File: src/rtl/wbck_arbiter_if.sv
// Write-back bundle between the ALU/commit stage, long-pipe units and the register file.
// master = requester/RF side, slave = the arbiter.
interface wbck_arbiter_if #(
   parameter int XLEN        = 32,
   parameter int RFIDX_WIDTH = 5
);
   logic                   alu_wbck_i_valid;
   logic                   alu_wbck_i_ready;
   logic [XLEN-1:0]        alu_wbck_i_wdat;
   logic [RFIDX_WIDTH-1:0] alu_wbck_i_rdidx;
   logic                   cmt_wbck_irqexcp;
   logic                   lp_wbck_i_valid;
   logic                   lp_wbck_i_ready;
   logic [XLEN-1:0]        lp_wbck_i_wdat;
   logic [RFIDX_WIDTH-1:0] lp_wbck_i_rdidx;
   logic                   wbck_o_rf_ena;
   logic [XLEN-1:0]        wbck_o_rf_wdat;
   logic [RFIDX_WIDTH-1:0] wbck_o_rf_rdidx;
   logic                   lp_pend;

   modport master (
      output alu_wbck_i_valid, alu_wbck_i_wdat, alu_wbck_i_rdidx, cmt_wbck_irqexcp,
      output lp_wbck_i_valid, lp_wbck_i_wdat, lp_wbck_i_rdidx,
      input  alu_wbck_i_ready, lp_wbck_i_ready,
      input  wbck_o_rf_ena, wbck_o_rf_wdat, wbck_o_rf_rdidx, lp_pend
   );

   modport slave (
      input  alu_wbck_i_valid, alu_wbck_i_wdat, alu_wbck_i_rdidx, cmt_wbck_irqexcp,
      input  lp_wbck_i_valid, lp_wbck_i_wdat, lp_wbck_i_rdidx,
      output alu_wbck_i_ready, lp_wbck_i_ready,
      output wbck_o_rf_ena, wbck_o_rf_wdat, wbck_o_rf_rdidx, lp_pend
   );
endinterface

File: src/rtl/wbck_arbiter.sv
// Register-file write-port arbiter: ALU wins by default, long-pipe FIFO head forced after STARVE_MAX losses.
// Latency: ALU 1 cycle, long-pipe >=2 cycles; long-pipe stalls only when its FIFO is full, ALU only on a forced FIFO grant.
module wbck_fifo #(
   parameter int W     = 37,
   parameter int DEPTH = 2
) (
   input  logic         clk,
   input  logic         rst,
   input  logic         push_vld,
   output logic         push_rdy,
   input  logic [W-1:0] push_dat,
   input  logic         pop,
   output logic         head_vld,
   output logic [W-1:0] head_dat
);
   localparam int AW = (DEPTH > 1) ? $clog2(DEPTH) : 1;
   localparam int CW = AW + 1;

   logic [W-1:0]  mem [DEPTH];
   logic [AW-1:0] wr_ptr;
   logic [AW-1:0] rd_ptr;
   logic [CW-1:0] count;
   logic          do_push;
   logic          do_pop;

   // Full is judged on registered count, so a same-cycle pop never frees a slot.
   assign push_rdy = (count != CW'(DEPTH));
   assign head_vld = (count != '0);
   assign head_dat = mem[rd_ptr];
   assign do_push  = push_vld & push_rdy;
   assign do_pop   = pop & head_vld;

   always_ff @(posedge clk or posedge rst) begin
      if (rst) begin
         wr_ptr <= '0;
         rd_ptr <= '0;
         count  <= '0;
      end else begin
         if (do_push) wr_ptr <= wr_ptr + 1'b1;
         if (do_pop)  rd_ptr <= rd_ptr + 1'b1;
         case ({do_push, do_pop})
            2'b10:   count <= count + 1'b1;
            2'b01:   count <= count - 1'b1;
            default: count <= count;
         endcase
      end
   end

   always_ff @(posedge clk) begin
      if (do_push) mem[wr_ptr] <= push_dat;
   end
endmodule

module wbck_arbiter #(
   parameter int XLEN        = 32,
   parameter int RFIDX_WIDTH = 5,
   parameter int LP_DEPTH    = 2,
   parameter int STARVE_MAX  = 4
) (
   input  logic           clk,
   input  logic           rst,
   wbck_arbiter_if.slave  wb
);
   localparam int SW = $clog2(STARVE_MAX + 1);
   localparam logic [SW-1:0] STARVE_LIM = SW'(STARVE_MAX);

   typedef struct packed {
      logic [RFIDX_WIDTH-1:0] rdidx;
      logic [XLEN-1:0]        wdat;
   } wbck_ent_t;

   wbck_ent_t              lp_in;
   wbck_ent_t              head;
   logic                   head_vld;
   logic                   lp_rdy;
   logic                   force_lp;
   logic                   alu_grant;
   logic                   lp_grant;
   logic [SW-1:0]          starve_cnt;
   logic                   nxt_ena;
   logic [XLEN-1:0]        nxt_wdat;
   logic [RFIDX_WIDTH-1:0] nxt_rdidx;
   logic                   rf_ena;
   logic [XLEN-1:0]        rf_wdat;
   logic [RFIDX_WIDTH-1:0] rf_rdidx;

   assign lp_in.rdidx = wb.lp_wbck_i_rdidx;
   assign lp_in.wdat  = wb.lp_wbck_i_wdat;

   wbck_fifo #(
      .W     ($bits(wbck_ent_t)),
      .DEPTH (LP_DEPTH)
   ) u_lp_fifo (
      .clk      (clk),
      .rst      (rst),
      .push_vld (wb.lp_wbck_i_valid),
      .push_rdy (lp_rdy),
      .push_dat (lp_in),
      .pop      (lp_grant),
      .head_vld (head_vld),
      .head_dat (head)
   );

   // Any cycle the ALU does not win, a waiting FIFO head takes the port.
   always_comb begin
      force_lp  = head_vld & (starve_cnt == STARVE_LIM);
      alu_grant = ~force_lp & wb.alu_wbck_i_valid;
      lp_grant  = head_vld & ~alu_grant;
   end

   always_ff @(posedge clk or posedge rst) begin
      if (rst) begin
         starve_cnt <= '0;
      end else if (!head_vld || lp_grant) begin
         starve_cnt <= '0;
      end else if (starve_cnt != STARVE_LIM) begin
         starve_cnt <= starve_cnt + 1'b1;
      end
   end

   // Writes to x0 and trapped ALU results still complete their handshake but never reach the RF.
   always_comb begin
      nxt_ena   = 1'b0;
      nxt_wdat  = '0;
      nxt_rdidx = '0;
      if (alu_grant) begin
         if (!wb.cmt_wbck_irqexcp && (wb.alu_wbck_i_rdidx != '0)) begin
            nxt_ena   = 1'b1;
            nxt_wdat  = wb.alu_wbck_i_wdat;
            nxt_rdidx = wb.alu_wbck_i_rdidx;
         end
      end else if (lp_grant) begin
         if (head.rdidx != '0) begin
            nxt_ena   = 1'b1;
            nxt_wdat  = head.wdat;
            nxt_rdidx = head.rdidx;
         end
      end
   end

   always_ff @(posedge clk or posedge rst) begin
      if (rst) begin
         rf_ena   <= 1'b0;
         rf_wdat  <= '0;
         rf_rdidx <= '0;
      end else begin
         rf_ena   <= nxt_ena;
         rf_wdat  <= nxt_wdat;
         rf_rdidx <= nxt_rdidx;
      end
   end

   assign wb.alu_wbck_i_ready = ~force_lp;
   assign wb.lp_wbck_i_ready  = lp_rdy;
   assign wb.wbck_o_rf_ena    = rf_ena;
   assign wb.wbck_o_rf_wdat   = rf_wdat;
   assign wb.wbck_o_rf_rdidx  = rf_rdidx;
   assign wb.lp_pend          = head_vld;

   a_no_double_grant: assert property (@(posedge clk) disable iff (rst) !(alu_grant && lp_grant));
   a_starve_bounded:  assert property (@(posedge clk) disable iff (rst) starve_cnt <= STARVE_LIM);
endmodule
File: src/flat_wrapper.sv
// flat-port wrapper written by rule: the top's interface ports become plain ports
module wbck_arbiter_flat 
#(
   parameter int XLEN        = 32,
   parameter int RFIDX_WIDTH = 5,
   parameter int LP_DEPTH    = 2,
   parameter int STARVE_MAX  = 4
)
  (clk, rst, wb_alu_wbck_i_valid, wb_alu_wbck_i_wdat, wb_alu_wbck_i_rdidx, wb_cmt_wbck_irqexcp, wb_lp_wbck_i_valid, wb_lp_wbck_i_wdat, wb_lp_wbck_i_rdidx, wb_alu_wbck_i_ready, wb_lp_wbck_i_ready, wb_wbck_o_rf_ena, wb_wbck_o_rf_wdat, wb_wbck_o_rf_rdidx, wb_lp_pend);
  wbck_arbiter_if #(.XLEN(XLEN), .RFIDX_WIDTH(RFIDX_WIDTH)) wb_i ();
  input  logic clk;
  input  logic rst;
  input wire logic [$bits(wb_i.alu_wbck_i_valid)-1:0] wb_alu_wbck_i_valid;
  input wire logic [$bits(wb_i.alu_wbck_i_wdat)-1:0] wb_alu_wbck_i_wdat;
  input wire logic [$bits(wb_i.alu_wbck_i_rdidx)-1:0] wb_alu_wbck_i_rdidx;
  input wire logic [$bits(wb_i.cmt_wbck_irqexcp)-1:0] wb_cmt_wbck_irqexcp;
  input wire logic [$bits(wb_i.lp_wbck_i_valid)-1:0] wb_lp_wbck_i_valid;
  input wire logic [$bits(wb_i.lp_wbck_i_wdat)-1:0] wb_lp_wbck_i_wdat;
  input wire logic [$bits(wb_i.lp_wbck_i_rdidx)-1:0] wb_lp_wbck_i_rdidx;
  output wire logic [$bits(wb_i.alu_wbck_i_ready)-1:0] wb_alu_wbck_i_ready;
  output wire logic [$bits(wb_i.lp_wbck_i_ready)-1:0] wb_lp_wbck_i_ready;
  output wire logic [$bits(wb_i.wbck_o_rf_ena)-1:0] wb_wbck_o_rf_ena;
  output wire logic [$bits(wb_i.wbck_o_rf_wdat)-1:0] wb_wbck_o_rf_wdat;
  output wire logic [$bits(wb_i.wbck_o_rf_rdidx)-1:0] wb_wbck_o_rf_rdidx;
  output wire logic [$bits(wb_i.lp_pend)-1:0] wb_lp_pend;
  assign wb_i.alu_wbck_i_valid = wb_alu_wbck_i_valid;
  assign wb_i.alu_wbck_i_wdat = wb_alu_wbck_i_wdat;
  assign wb_i.alu_wbck_i_rdidx = wb_alu_wbck_i_rdidx;
  assign wb_i.cmt_wbck_irqexcp = wb_cmt_wbck_irqexcp;
  assign wb_i.lp_wbck_i_valid = wb_lp_wbck_i_valid;
  assign wb_i.lp_wbck_i_wdat = wb_lp_wbck_i_wdat;
  assign wb_i.lp_wbck_i_rdidx = wb_lp_wbck_i_rdidx;
  assign wb_alu_wbck_i_ready = wb_i.alu_wbck_i_ready;
  assign wb_lp_wbck_i_ready = wb_i.lp_wbck_i_ready;
  assign wb_wbck_o_rf_ena = wb_i.wbck_o_rf_ena;
  assign wb_wbck_o_rf_wdat = wb_i.wbck_o_rf_wdat;
  assign wb_wbck_o_rf_rdidx = wb_i.wbck_o_rf_rdidx;
  assign wb_lp_pend = wb_i.lp_pend;
  wbck_arbiter #(.XLEN(XLEN), .RFIDX_WIDTH(RFIDX_WIDTH), .LP_DEPTH(LP_DEPTH), .STARVE_MAX(STARVE_MAX)) u_core (.clk(clk), .rst(rst), .wb(wb_i));
endmodule
File: config.mk
export PLATFORM = sky130hd
export DESIGN_NAME = wbck_arbiter_flat
export DESIGN_NICKNAME = d
export VERILOG_FILES = /design/src/rtl/wbck_arbiter_if.sv /design/src/rtl/wbck_arbiter.sv /design/src/flat_wrapper.sv
export SDC_FILE = /design/constraint.sdc
export NUM_CORES = 1
export LEC_CHECK = 0
export CAP_MARGIN = 20
export CORE_AREA = 2 2 119 121
export DETAILED_ROUTE_END_ITERATION = 6
export DIE_AREA = 0 0 121 123
export HOLD_SLACK_MARGIN = 0.02
export PLACE_DENSITY = 0.63
export SYNTH_ARGS = -nofsm -noshare
export SYNTH_HDL_FRONTEND = slang
export SYNTH_HIERARCHICAL = 1
export SYNTH_SLANG_ARGS = --single-unit
File: constraint.sdc
create_clock -name clk -period 3.75 [get_ports clk]
set_clock_uncertainty 0.15 [all_clocks]
set_input_delay 0.75 -clock clk [delete_from_list [all_inputs] [get_ports clk]]
set_output_delay 0.75 -clock clk [all_outputs]
set_load 0.1 [all_outputs]
==> results.sh, run 1 <==
export IMPL_ys_warn_count=6
export IMPL_fin_util_pct=47.9
export IMPL_grtUsageTotal_pct=13.5
export IMPL_critPathKind="reg2out"
export IMPL_internal_power_mw=3.70
export IMPL_outcome="complete, no violations"
export IMPL_cts_buffers=17
export IMPL_detail_route_first_pass_iterations=4
export IMPL_nNetsFinal=457
export IMPL_wl_per_cell_um=17.2
export IMPL_grt_overflow=0
export IMPL_root_buffer="clkbuf_16"
export IMPL_setup_tns_final_ps=0
export IMPL_syn_area_per_cell_sq_um=18.8
export IMPL_core_sq_um=13600
export IMPL_gp_congestion=0.734
export IMPL_tritoncts="done"
export IMPL_grt_max_degree=42
export IMPL_syn_cell_area_sq_um=4560
export IMPL_cts_max_path_buffers=2
export IMPL_clock_latency_ps=390
export IMPL_crit_chain="clkdlybuf4s50_1"
export IMPL_synthCells=243
export IMPL_period_share_pct=74.8
export IMPL_path_max_fanout=1
export IMPL_setup_viol=0
export IMPL_drive_gt1_share_pct=21.6
export IMPL_die_area_sq_um=14900
export IMPL_powerDensity_nw_per_um2=917
export IMPL_crit_path_max_incr_delay_ps=1140
export IMPL_grt_setup_unrepaired="false"
export IMPL_ctsHoldBuffers=0
export IMPL_seqPwrFrac_pct=32.7
export IMPL_crit_family="buffers and inverters"
export IMPL_htree_levels=4
export IMPL_start_util_pct=33.5
export IMPL_cts_setup_buffers=0
export IMPL_numPortBuffers=119
export IMPL_synth_fp_nets=325
export IMPL_slowest_stage="clkdlybuf4s50_1"
export IMPL_slew_violations=0
export IMPL_num_rows=43
export IMPL_tightestPinTransition_ps=1030
export IMPL_switching_share_pct=38.2
export IMPL_drv_cap=0
export IMPL_clkSinkCount=119
export IMPL_ant_nets=0
export IMPL_syn2layout_area_growth_pct=43.1
export IMPL_crit_path_end_kind="output pin"
export IMPL_crit_buf_inv=1
export IMPL_hold_viol_final=0
export IMPL_cts_clk_slew_worst_paths_ps=50
export IMPL_die_h_um=123
export IMPL_antenna_found_initial=0
export IMPL_irDropWorstVdd_mv=0.328
export IMPL_vias=2555
export IMPL_ys_seq_elements=119
export IMPL_grt_pass1_wl_mm=14.7
export IMPL_die_x_um=121
export IMPL_worstPathArrival_ps=1900
export IMPL_leakage_nw=2.54
export IMPL_synth_distinct_cells=26
export IMPL_place_hpwl_mm=6.59
export IMPL_viasPerCell=4.50
export IMPL_startpoint_type="flip-flop"
export IMPL_grt_pass1_vias=2747
export IMPL_hp_class="reg2reg"
export IMPL_fmax_mhz=357
export IMPL_antenna_cells=0
export IMPL_num_io_pins=120
export IMPL_drt_iter0_drc=118
export IMPL_drc=0
export IMPL_pwr_share_clk_pct=28.2
export IMPL_cp_required_ps=2850
export IMPL_p_sw_mw=2.29
export IMPL_ys_seq_area_share_pct=73.4
export IMPL_slew_headroom_pct=31.5
export IMPL_wirelength_mm=9.75
export IMPL_comb_power_share_pct=39.1
export IMPL_post_cts_resized=0
export IMPL_layout_min_cycle_time_ps=2800
## final cells by class
cell class / instances / area, sq um
fillers: 1162 / 7090
flip-flops and latches: 119 / 3350
repair buffers: 123 / 1210
multi-input cells: 108 / 1090
clock buffers: 23 / 478
well taps: 180 / 225
clock inverters: 9 / 146
inverters: 6 / 22.5
## cell usage in the layout, fill, tap and decap left out, types with 2 or more instances in the layout
master and n:
clkdlybuf4s50_1 115, edfxtp_1 74, dfrtp_1 44, a22o_1 37
mux2_4 20, clkbuf_16 17, mux2_2 17, buf_4 8
nor2_1 7, inv_1 5, bufinv_16 4, clkbuf_8 3
clkbuf_1 3, clkinv_2 3, nand2_1 3, ha_1 3
xnor2_1 3, a211oi_4 2, nand2b_1 2, xor2_1 2
## power groups by stage
| stage | registers (mW) | logic, mW | clock network [mW] |
|---|---|---|---|
| after floorplan | 2.89 | 0.889 | 0 |
| after global placement | 1.97 | 2.34 | 0 |
| after detailed placement | 1.99 | 2.36 | 0 |
| after CTS | 1.97 | 2.36 | 1.72 |
| after global routing | 1.99 | 2.43 | 1.79 |
| final | 1.96 | 2.34 | 1.69 |
## flip-flops by register name, indices dropped and copies added, names as in the netlist
signal,cells
u_core/u_lp_fifo/wr_ptr,1
u_core/wb.wbck_o_rf_ena,1
u_core/wb.wbck_o_rf_rdidx,5
u_core/wb.wbck_o_rf_wdat,32
u_core/u_lp_fifo/count,2
u_core/u_lp_fifo/rd_ptr,1
u_core/starve_cnt,3
u_core/u_lp_fifo/mem,74
## synth_stat cells (all sizes together)
master / n / area [sq um]
dfrtp: 45 / 1130
nor3: 2 / 15.0
nand2: 3 / 11.3
ha: 3 / 37.5
a21boi: 1 / 11.3
and3: 2 / 17.5
or2: 2 / 12.5
and2: 1 / 8.76
nor3b: 1 / 7.51
xor2: 2 / 17.5
mux2: 37 / 492
xnor2: 3 / 26.3
a211oi: 2 / 40.0
edfxtp: 74 / 2220
mux2i: 1 / 10.0
inv: 6 / 22.5
nand2b: 2 / 12.5
and4: 1 / 8.76
buf: 10 / 106
nor2: 8 / 30.0
a22o: 37 / 324
## through the flow
stage	area (sq um)	setup WS (ps)	hold WS (ps)	power, mW	std cells
6_report	6520	946	327	5.98	568
5_1_grt	6520	912	356	6.21	568
4_1_cts	6520	925	328	6.05	568
3_5_place_dp	5900	794	321	4.34	536
3_3_place_gp	5900	879	299	4.31	536
2_1_floorplan	4560	107	286	3.77	243
## worst paths after layout
| kind | cells past startpoint | end | slack, ps | start |
|---|---|---|---|---|
| min | 1 | u_core/starve_cnt[0] | 330 | u_core/starve_cnt[0] |
| min reg2reg | 1 | u_core/starve_cnt[0] | 330 | u_core/starve_cnt[0] |
| max in group asynchronous | 2 | u_core/wb.wbck_o_rf_wdat[8] | 2140 | rst |
| min in group asynchronous | 2 | u_core/u_lp_fifo/wr_ptr | 450 | rst |
| max | 1 | wb_wbck_o_rf_wdat[31] | 950 | u_core/wb.wbck_o_rf_wdat[31] |
| max reg2reg | 5 | u_core/wb.wbck_o_rf_wdat[28] | 1090 | u_core/u_lp_fifo/rd_ptr |
## layer usage
| layer | track usage (%) | vias up | routed length, um |
|---|---|---|---|
| met5 | 0 | - | 0 |
| met4 | 3.92 | 0 | 97 |
| met3 | 4.75 | 9 | 453 |
| met2 | 23.2 | 70 | 5070 |
| met1 | 16.1 | 1279 | 4130 |
| li1 | - | 1197 | - |
## cells by family (layout without fill, tap and decap cells)
logic type	Yosys count	in the layout	share of synthesized area [%]
flops	119	119	73.4
compound gates	40	40	8.23
mux	38	38	11.0
simple gates	22	22	2.72
buf+inv	16	161	2.83
xor+xnor	5	5	0.961
fa+ha+maj	3	3	0.823
Power figures use the tool's default switching activity.
==> run 2: changes to the inputs <==
- clock period: 3.75 -> 2.9 ns (I/O delays scaled with it)
==> run 2 against run 1 <==
Against the previous run: total power rose by 24%; critical path type unchanged; core utilization is 0.86 points lower; global-route usage shrank 0.71 points; sequential share of layout area rose by 0.94 points; combinational power grew 31%; worst hold slack hardly changed; count of clock-buffer cells in the layout is 4 lower; worst setup slack got worse by 450 ps; largest power group unchanged; die area is the same.
==> results.sh, run 2 (same netlist as run 1, synthesis figures left out) <==
export IMPL_worstSetupEndpoint="wb_alu_wbck_i_ready"
export IMPL_slew_violations=0
export IMPL_core_sq_um=13600
export IMPL_setup_tns_final_ps=0
export IMPL_drive_gt1_share_pct=32.7
export IMPL_worstPathArrival_ps=1670
export IMPL_reg2reg_from="u_core/u_lp_fifo/count[0]"
export IMPL_largest_reg_flops=74
export IMPL_dr_max_layer_used="met4"
export IMPL_irDropWorstVdd_mv=0.362
export IMPL_gp_congestion=0.760
export IMPL_startpoint_type="flip-flop"
export IMPL_num_io_pins=120
export IMPL_clock_latency_ps=390
export IMPL_drv_cap=0
export IMPL_regMostFlops="u_core/u_lp_fifo/mem"
export IMPL_ff_latch_area_sq_um=3350
export IMPL_timing_rr_end="u_core/wb.wbck_o_rf_wdat[26]"
export IMPL_tightestPinTransition_ps=899
export IMPL_grt_pass1_vias=2702
export IMPL_cts_buffers=17
export IMPL_ctsHoldBuffers=0
export IMPL_syn2layout_area_growth_pct=40.5
export IMPL_cts_max_path_buffers=2
export IMPL_num_rows=43
export IMPL_final_common_cell="clkdlybuf4s50_1"
export IMPL_path_max_fanout=6
export IMPL_htree_levels=4
export IMPL_vias=2550
export IMPL_drt_iter0_drc=103
export IMPL_crit_path_end_kind="output pin"
export IMPL_post_cts_resized=0
export IMPL_root_buffer="clkbuf_16"
export IMPL_layout_common_cells="clkdlybuf4s50_1, edfxtp_1, buf_4"
export IMPL_hold_viol_final=0
export IMPL_wl_per_cell_um=16.2
export IMPL_die_h_um=123
export IMPL_worstRegToRegCells=5
export IMPL_antenna_found_initial=0
export IMPL_wl_met2_mm=4.65
export IMPL_cp_required_ps=2170
export IMPL_cts_setup_buffers=0
export IMPL_period_share_pct=82.8
export IMPL_leakage_nw=2.56
export IMPL_dr_wl_met3_um=506
export IMPL_clkSinkCount=119
export IMPL_outcome="complete, no violations"
export IMPL_tritoncts="done"
export IMPL_slew_headroom_pct=39.9
export IMPL_cts_clk_slew_worst_paths_ps=50
export IMPL_detail_route_first_pass_iterations=6
export IMPL_die_x_um=121
export IMPL_met1_length_mm=3.97
export IMPL_start_util_pct=33.5
export IMPL_fillCellCount=1173
export IMPL_antenna_cells=0
export IMPL_grtUsageTotal_pct=12.8
export IMPL_viasPerCell=4.46
export IMPL_wirelength_mm=9.25
export IMPL_nNetsFinal=462
export IMPL_critPathKind="reg2out"
export IMPL_die_area_sq_um=14900
export IMPL_numPortBuffers=119
export IMPL_powerDensity_nw_per_um2=1160
export IMPL_place_hpwl_mm=6.36
export IMPL_r2r_setup_slack_ps=520
export IMPL_hp_class="in2async"
export IMPL_grt_pass1_wl_mm=14.0
export IMPL_grt_max_degree=38
export IMPL_grt_overflow=0
export IMPL_drc=0
export IMPL_layout_min_cycle_time_ps=2400
export IMPL_hold_ws_ps=327
export IMPL_fmax_mhz=417
export IMPL_setup_viol=0
export IMPL_multiInputGateArea_sq_um=1090
export IMPL_ant_nets=0
export IMPL_worstSetupStartpoint="u_core/u_lp_fifo/count[0]"
export IMPL_grt_setup_unrepaired="false"
-- run 2: cell count changes in the layout (fill, tap and decap cells not counted), sizes merged --
cell	change
clkdlybuf4s50	-37
clkbuf	-4
clkinvlp	+6
buf	+42
bufinv	-3
-- run 2: worst min path at each step --
stage,endpoint,cells past startpoint
2_1_floorplan,u_core/u_lp_fifo/count[0],1
3_3_place_gp,u_core/starve_cnt[0],1
3_5_place_dp,u_core/u_lp_fifo/count[1],1
4_1_cts,u_core/u_lp_fifo/wr_ptr,2
5_1_grt,u_core/starve_cnt[0],1
6_report,u_core/u_lp_fifo/wr_ptr,2
-- run 2: routing by layer --
layer	global-route usage, %	up-vias
met1	15.7	1268
met2	20.8	70
met3	4.57	12
met4	4.87	0
met5	0	-
li1	-	1200
-- run 2: cell type report --
type / instances / area share, %
tap: 180 / 3.52
sequential: 119 / 52.3
multi-input combinational: 108 / 17.0
inverter: 6 / 0.352
timing repair buffer: 128 / 18.2
clock buffer: 19 / 6.91
clock inverter: 12 / 1.66
-- run 2: critical path, stage by stage (launching register included) --
cell     delay, ps
dfrtp_1        410
or2_1          340
and3_4         210
inv_1           50
buf_4          280
-- run 2: where the power goes --
group | internal [mW] | switching [mW]
clock | 1.19 | 0.714
combinational | 0.950 | 2.11
sequential | 2.30 | 0.147
-- run 2: per-stage QoR --
stage	area (sq um)	instances	total power, mW	worst slack (ps)	util [%]
detailed placement	5860	541	5.59	76.7	43.0
floorplan	4570	243	4.88	68.2	-
global placement	5860	541	5.55	141	43.0
finish	6410	572	7.42	499	47.1
CTS	6410	572	7.51	460	47.1
global route	6410	572	7.72	362	47.1
==> run 3: changes to the inputs <==
- clock period: 2.9 -> 2.48 ns (I/O delays scaled with it)
==> run 3 against run 2 <==
Against the previous run: die area stayed put; count of clock-buffer cells in the layout grew 3; worst hold slack got worse by 100 ps; core utilization increased by 1.1 points; total power up 23%; cell count rose by 0.17%; via count up 0.43%; largest power group unchanged; global-route usage rose by 0.27 points; cell area rose by 2.3%; first-iteration DRC count down 47%.
==> results.sh, run 3 (same netlist as run 1, synthesis figures left out) <==
export IMPL_worstRegToRegCells=5
export IMPL_clock_latency_ps=400
export IMPL_path_max_fanout=6
export IMPL_tightestPinTransition_ps=463
export IMPL_wl_per_cell_um=16.3
export IMPL_cts_clk_slew_worst_paths_ps=50
export IMPL_post_cts_resized=0
export IMPL_root_buffer="clkbuf_16"
export IMPL_gp_congestion=0.734
export IMPL_r2r_setup_slack_ps=470
export IMPL_tritoncts="done"
export IMPL_ant_nets=0
export IMPL_nNetsFinal=462
export IMPL_worstPathArrival_ps=1650
export IMPL_slew_violations=0
export IMPL_timing_rr_end="u_core/wb.wbck_o_rf_ena"
export IMPL_regMostFlops="u_core/u_lp_fifo/mem"
export IMPL_wirelength_mm=9.36
export IMPL_leakage_nw=2.65
export IMPL_setup_viol=0
export IMPL_drive_gt1_share_pct=32.6
export IMPL_critPathKind="reg2out"
export IMPL_grt_pass1_wl_mm=14.3
export IMPL_cp_required_ps=1830
export IMPL_grtUsageTotal_pct=13.1
export IMPL_grt_max_degree=38
export IMPL_grt_pass1_vias=2742
export IMPL_powerDensity_nw_per_um2=1400
export IMPL_core_sq_um=13600
export IMPL_die_h_um=123
export IMPL_num_io_pins=120
export IMPL_antenna_found_initial=1
export IMPL_drc=0
export IMPL_start_util_pct=33.5
export IMPL_layout_common_cells="clkdlybuf4s50_1, edfxtp_1, buf_4"
export IMPL_slowest_stage="dfrtp_1"
export IMPL_period_share_pct=92.4
export IMPL_slew_headroom_pct=69.1
export IMPL_fmax_mhz=436
export IMPL_crit_path_end_kind="output pin"
export IMPL_place_hpwl_mm=6.31
export IMPL_cts_setup_buffers=0
export IMPL_numPortBuffers=119
export IMPL_drv_cap=0
export IMPL_hold_viol_final=0
export IMPL_outcome="complete, no violations"
export IMPL_grt_overflow=0
export IMPL_syn2layout_area_growth_pct=43.8
export IMPL_reg2reg_from="u_core/u_lp_fifo/rd_ptr"
export IMPL_viasPerCell=4.47
export IMPL_final_common_cell="clkdlybuf4s50_1"
export IMPL_grt_setup_unrepaired="false"
export IMPL_clkSinkCount=119
export IMPL_hp_class="in2async"
export IMPL_crit_path_max_incr_delay_ps=410
export IMPL_fin_util_pct=48.2
export IMPL_startpoint_type="flip-flop"
export IMPL_irDropWorstVdd_mv=0.515
export IMPL_vias=2561
export IMPL_htree_levels=4
export IMPL_die_area_sq_um=14900
export IMPL_antenna_cells=0
export IMPL_layout_min_cycle_time_ps=2290
export IMPL_drt_iter0_drc=55
export IMPL_largest_reg_flops=74
export IMPL_num_rows=43
export IMPL_detail_route_first_pass_iterations=4
export IMPL_cts_buffers=17
export IMPL_crit_chain="or2_2 > and3_4 > inv_1 > buf_12"
export IMPL_setup_tns_final_ps=0
export IMPL_cts_max_path_buffers=2
export IMPL_ctsHoldBuffers=0
export IMPL_die_x_um=121
[run 3: cell type report]
| cell class | instances | area (sq um) |
|---|---|---|
| well taps | 180 | 225 |
| clock buffers | 22 | 474 |
| inverters | 6 | 22.5 |
| clock inverters | 10 | 173 |
| repair buffers | 128 | 1220 |
| multi-input cells | 108 | 1090 |
| flip-flops and latches | 119 | 3350 |
| fillers | 1195 | 7060 |
[run 3: how the worst max path moves through the flow]
| stage | start | endpoint | cells after the start |
|---|---|---|---|
| after global placement | wb_alu_wbck_i_valid | u_core/u_lp_fifo/count[1] | 7 |
| after floorplan | u_core/u_lp_fifo/count[0] | wb_alu_wbck_i_ready | 3 |
| after CTS | u_core/u_lp_fifo/count[0] | wb_alu_wbck_i_ready | 4 |
| after detailed placement | wb_alu_wbck_i_valid | u_core/u_lp_fifo/count[1] | 8 |
| after global routing | u_core/u_lp_fifo/count[0] | wb_alu_wbck_i_ready | 4 |
| final | u_core/u_lp_fifo/count[0] | wb_alu_wbck_i_ready | 4 |
[run 3: worst max-delay path, delay by kind of cell (launching register included)]
| family | cells | cell delay [ps] |
|---|---|---|
| simple gates | 2 | 560 |
| buf+inv | 2 | 280 |
| flops | 1 | 410 |
[run 3: metal layers]
layer / vias to the layer above / global-route usage (%) / share of wire [%]
met5: - / 0 / 0
met4: 0 / 4.36 / 0.93
met3: 6 / 4.57 / 5.1
met2: 68 / 22.2 / 51
met1: 1278 / 15.5 / 43
li1: 1209 / - / -
[run 3: report_power, final]
group          leakage (nW)  internal, mW  switching [mW]  total, mW
clock                 0.319          1.85           0.810       2.66
combinational          1.07          1.14            2.47       3.61
sequential             1.26          2.69           0.186       2.88
total                  2.65          5.68            3.47       9.15
[run 3: per-stage QoR]
stage | power, mW | worst slack, ps | instances | hold slack [ps] | area (sq um)
2_1_floorplan | 5.72 | 33.4 | 243 | 112 | 4570
3_3_place_gp | 6.51 | 189 | 541 | 301 | 5910
3_5_place_dp | 6.57 | 138 | 541 | 317 | 5910
4_1_cts | 9.27 | 153 | 573 | 206 | 6560
5_1_grt | 9.52 | 105 | 573 | 236 | 6560
6_report | 9.15 | 189 | 573 | 222 | 6560
==> patch: new RTL, config.mk and constraints of run 3 <==
`XLEN` is set to 32 in 3 places; all go to 40.
--- a/src/rtl/wbck_arbiter_if.sv
+++ b/src/rtl/wbck_arbiter_if.sv
@@ -2,5 +2,5 @@
 // master = requester/RF side, slave = the arbiter.
 interface wbck_arbiter_if #(
-   parameter int XLEN        = 32,
+   parameter int XLEN        = 40,
    parameter int RFIDX_WIDTH = 5
 );
--- a/src/rtl/wbck_arbiter.sv
+++ b/src/rtl/wbck_arbiter.sv
@@ -53,5 +53,5 @@
 
 module wbck_arbiter #(
-   parameter int XLEN        = 32,
+   parameter int XLEN        = 40,
    parameter int RFIDX_WIDTH = 5,
    parameter int LP_DEPTH    = 2,
--- a/src/flat_wrapper.sv
+++ b/src/flat_wrapper.sv
@@ -2,5 +2,5 @@
 module wbck_arbiter_flat 
 #(
-   parameter int XLEN        = 32,
+   parameter int XLEN        = 40,
    parameter int RFIDX_WIDTH = 5,
    parameter int LP_DEPTH    = 2,
Interface: changed (resized wb_alu_wbck_i_wdat, wb_lp_wbck_i_wdat and wb_wbck_o_rf_wdat); port bits go from 120 to 144. No check against the original RTL was run, so the function may have changed too.
==> patch against run 3 <==
- non-clock buffer count is 25 higher
- final area is 14% higher
- critical path depth is 1 higher
- synthesized cell count is 18% higher
- total power is 8.0% higher
- register-to-register slack worse by 0.28 ns
- area after synthesis is 17% higher
- sequential cell count is 24 higher
- routed wire length is 14% higher
- setup slack better by 0.00089 ns
- utilization is 6.6 points higher
- count of clock-buffer cells in the layout is 2 higher
- combinational power is 15% higher
- critical endpoint is now u_core/wb.wbck_o_rf_wdat[31]$_DFF_PP0_
- highest routed layer unchanged
==> patch: results (changes against run 3) <==
Via Count: 2993 (was 2561)
Wire length of the first global-routing pass: 16.55 mm (was 14.28 mm)
Post-synthesis cell type count: 24 (was 26)
GPL Wtd Cong: 0.8488 (was 0.7340)
Pleak: 2.952 nW (was 2.650 nW)
Dpl hpwl: 7.230 mm (was 6.306 mm)
Most frequent cells after synthesis: edfxtp_1 (90), dfrtp_1 (53), a22o_1 (45), mux2_2 (45), nor2_1 (10) (was edfxtp_1 (74), dfrtp_1 (45), a22o_1 (37))
Area of the multi-input gates: 1170 sq um (was 1094 sq um)
Pre-CTS WS: -0.1004 ns (was 0.1378 ns)
Slew of the pin with the lowest slew margin: 0.9838 ns (was 0.4628 ns)
Post-Place Cells: 607 (was 541)
FILL cells: 1108 (was 1195)
Seq/Total Area, Yosys: 75.48% (was 73.44%)
Initial antenna violation count: 0 (was 1)
Outcome: completed (unchanged)
DR iter-0 viols: 161 (was 55)
CP Data Arrival Time: 2.48 ns (was 1.65 ns)
Max VDD drop: 1.040 mV (was 0.5147 mV)
Worst Path Max Fanout: 23 (was 6)
Port Buf Inserts: 143 (was 119)
GRT Overall Usage: 15.22% (was 13.07%)
Synth area leaders: edfxtp_1 (51%), dfrtp_1 (25%), mux2_2 (9.5%), a22o_1 (7.4%), buf_6 (1.9%) (was edfxtp_1 (49%), dfrtp_1 (25%), a22o_1 (7.1%), mux2_4 (6.6%), mux2_2 (4.2%))
Largest register FFs: 90 (was 74)
Nets@finish: 544 (was 462)
Vias in the first global route: 3297 (was 2742)
Pin count of the biggest net entering global routing: 27 (was 38)
==> patch: metrics by stage <==
stage	power [W]	setup TNS, ns	cell area (sq um)	hold WS [ns]
after floorplan	0.006661	0	5353	0.1121
after global placement	0.007620	-1.102	6914	0.2910
after detailed placement	0.007672	-2.034	6914	0.3038
after CTS	0.01002	0	7460	0.1995
after global routing	0.01034	0	7460	0.2282
final	0.009886	0	7460	0.2106
==> patch: final timing paths <==
check / start / endpoint / slack [ns] / cells after the start
max: u_core/u_lp_fifo/rd_ptr$_DFFE_PP0P_ / u_core/wb.wbck_o_rf_wdat[31]$_DFF_PP0_ / 0.19 / 5
min: rst / u_core/u_lp_fifo/count[1]$_DFFE_PP0P_ / 0.21 / 2
max reg2reg: u_core/u_lp_fifo/rd_ptr$_DFFE_PP0P_ / u_core/wb.wbck_o_rf_wdat[31]$_DFF_PP0_ / 0.19 / 5
min reg2reg: u_core/starve_cnt[0]$_DFFE_PP0P_ / u_core/starve_cnt[0]$_DFFE_PP0P_ / 0.31 / 1
max in group asynchronous: rst / u_core/wb.wbck_o_rf_wdat[24]$_DFF_PP0_ / 1.24 / 3
min in group clk: u_core/starve_cnt[0]$_DFFE_PP0P_ / u_core/starve_cnt[0]$_DFFE_PP0P_ / 0.31 / 1
==> patch: routing by layer <==
layer / global-route usage (%) / part of all wire [%]
met1: 18.71 / 43
met2: 24.58 / 50
met3: 5.028 / 6.4
met4: 6.831 / 0.94
met5: 0 / 0
==> patch: worst max-delay path, cell delays in order, from the launching register on <==
cell and delay, ns:
dfrtp_2 0.47, mux2_2 0.28, nor2_1 0.07, a211oi_4 0.84, buf_12 0.26, a22o_1 0.16
==> patch: power by group <==
part	leakage, nW	total (W)	internal, W	switching (W)
Clock	0.275	0.00231	0.00144	0.000867
Combinational	1.17	0.00414	0.00125	0.00290
Sequential	1.51	0.00343	0.00323	0.000200
Total	2.95	0.00989	0.00592	0.00397
==> patch: cell type report <==
cell class | instances | share of cell area, %
sequential | 143 | 54.03
tap | 180 | 3.019
clock inverter | 8 | 0.8554
multi-input combinational | 124 | 15.68
clock buffer | 24 | 6.458
timing repair buffer | 153 | 19.56
inverter | 7 | 0.4025
==> patch: kinds of logic after synthesis <==
family                     count (synthesis)  synth area share [%]
AOI/OAI and AO/OA                         49                 8.275
xor gates and xnor gates                   5                0.8206
adders and majority gates                  3                0.7033
buffers and inverters                     20                 2.954
DFF                                      143                 75.48
muxes                                     46                 9.681
and+or+nand+nor                           21                 2.086
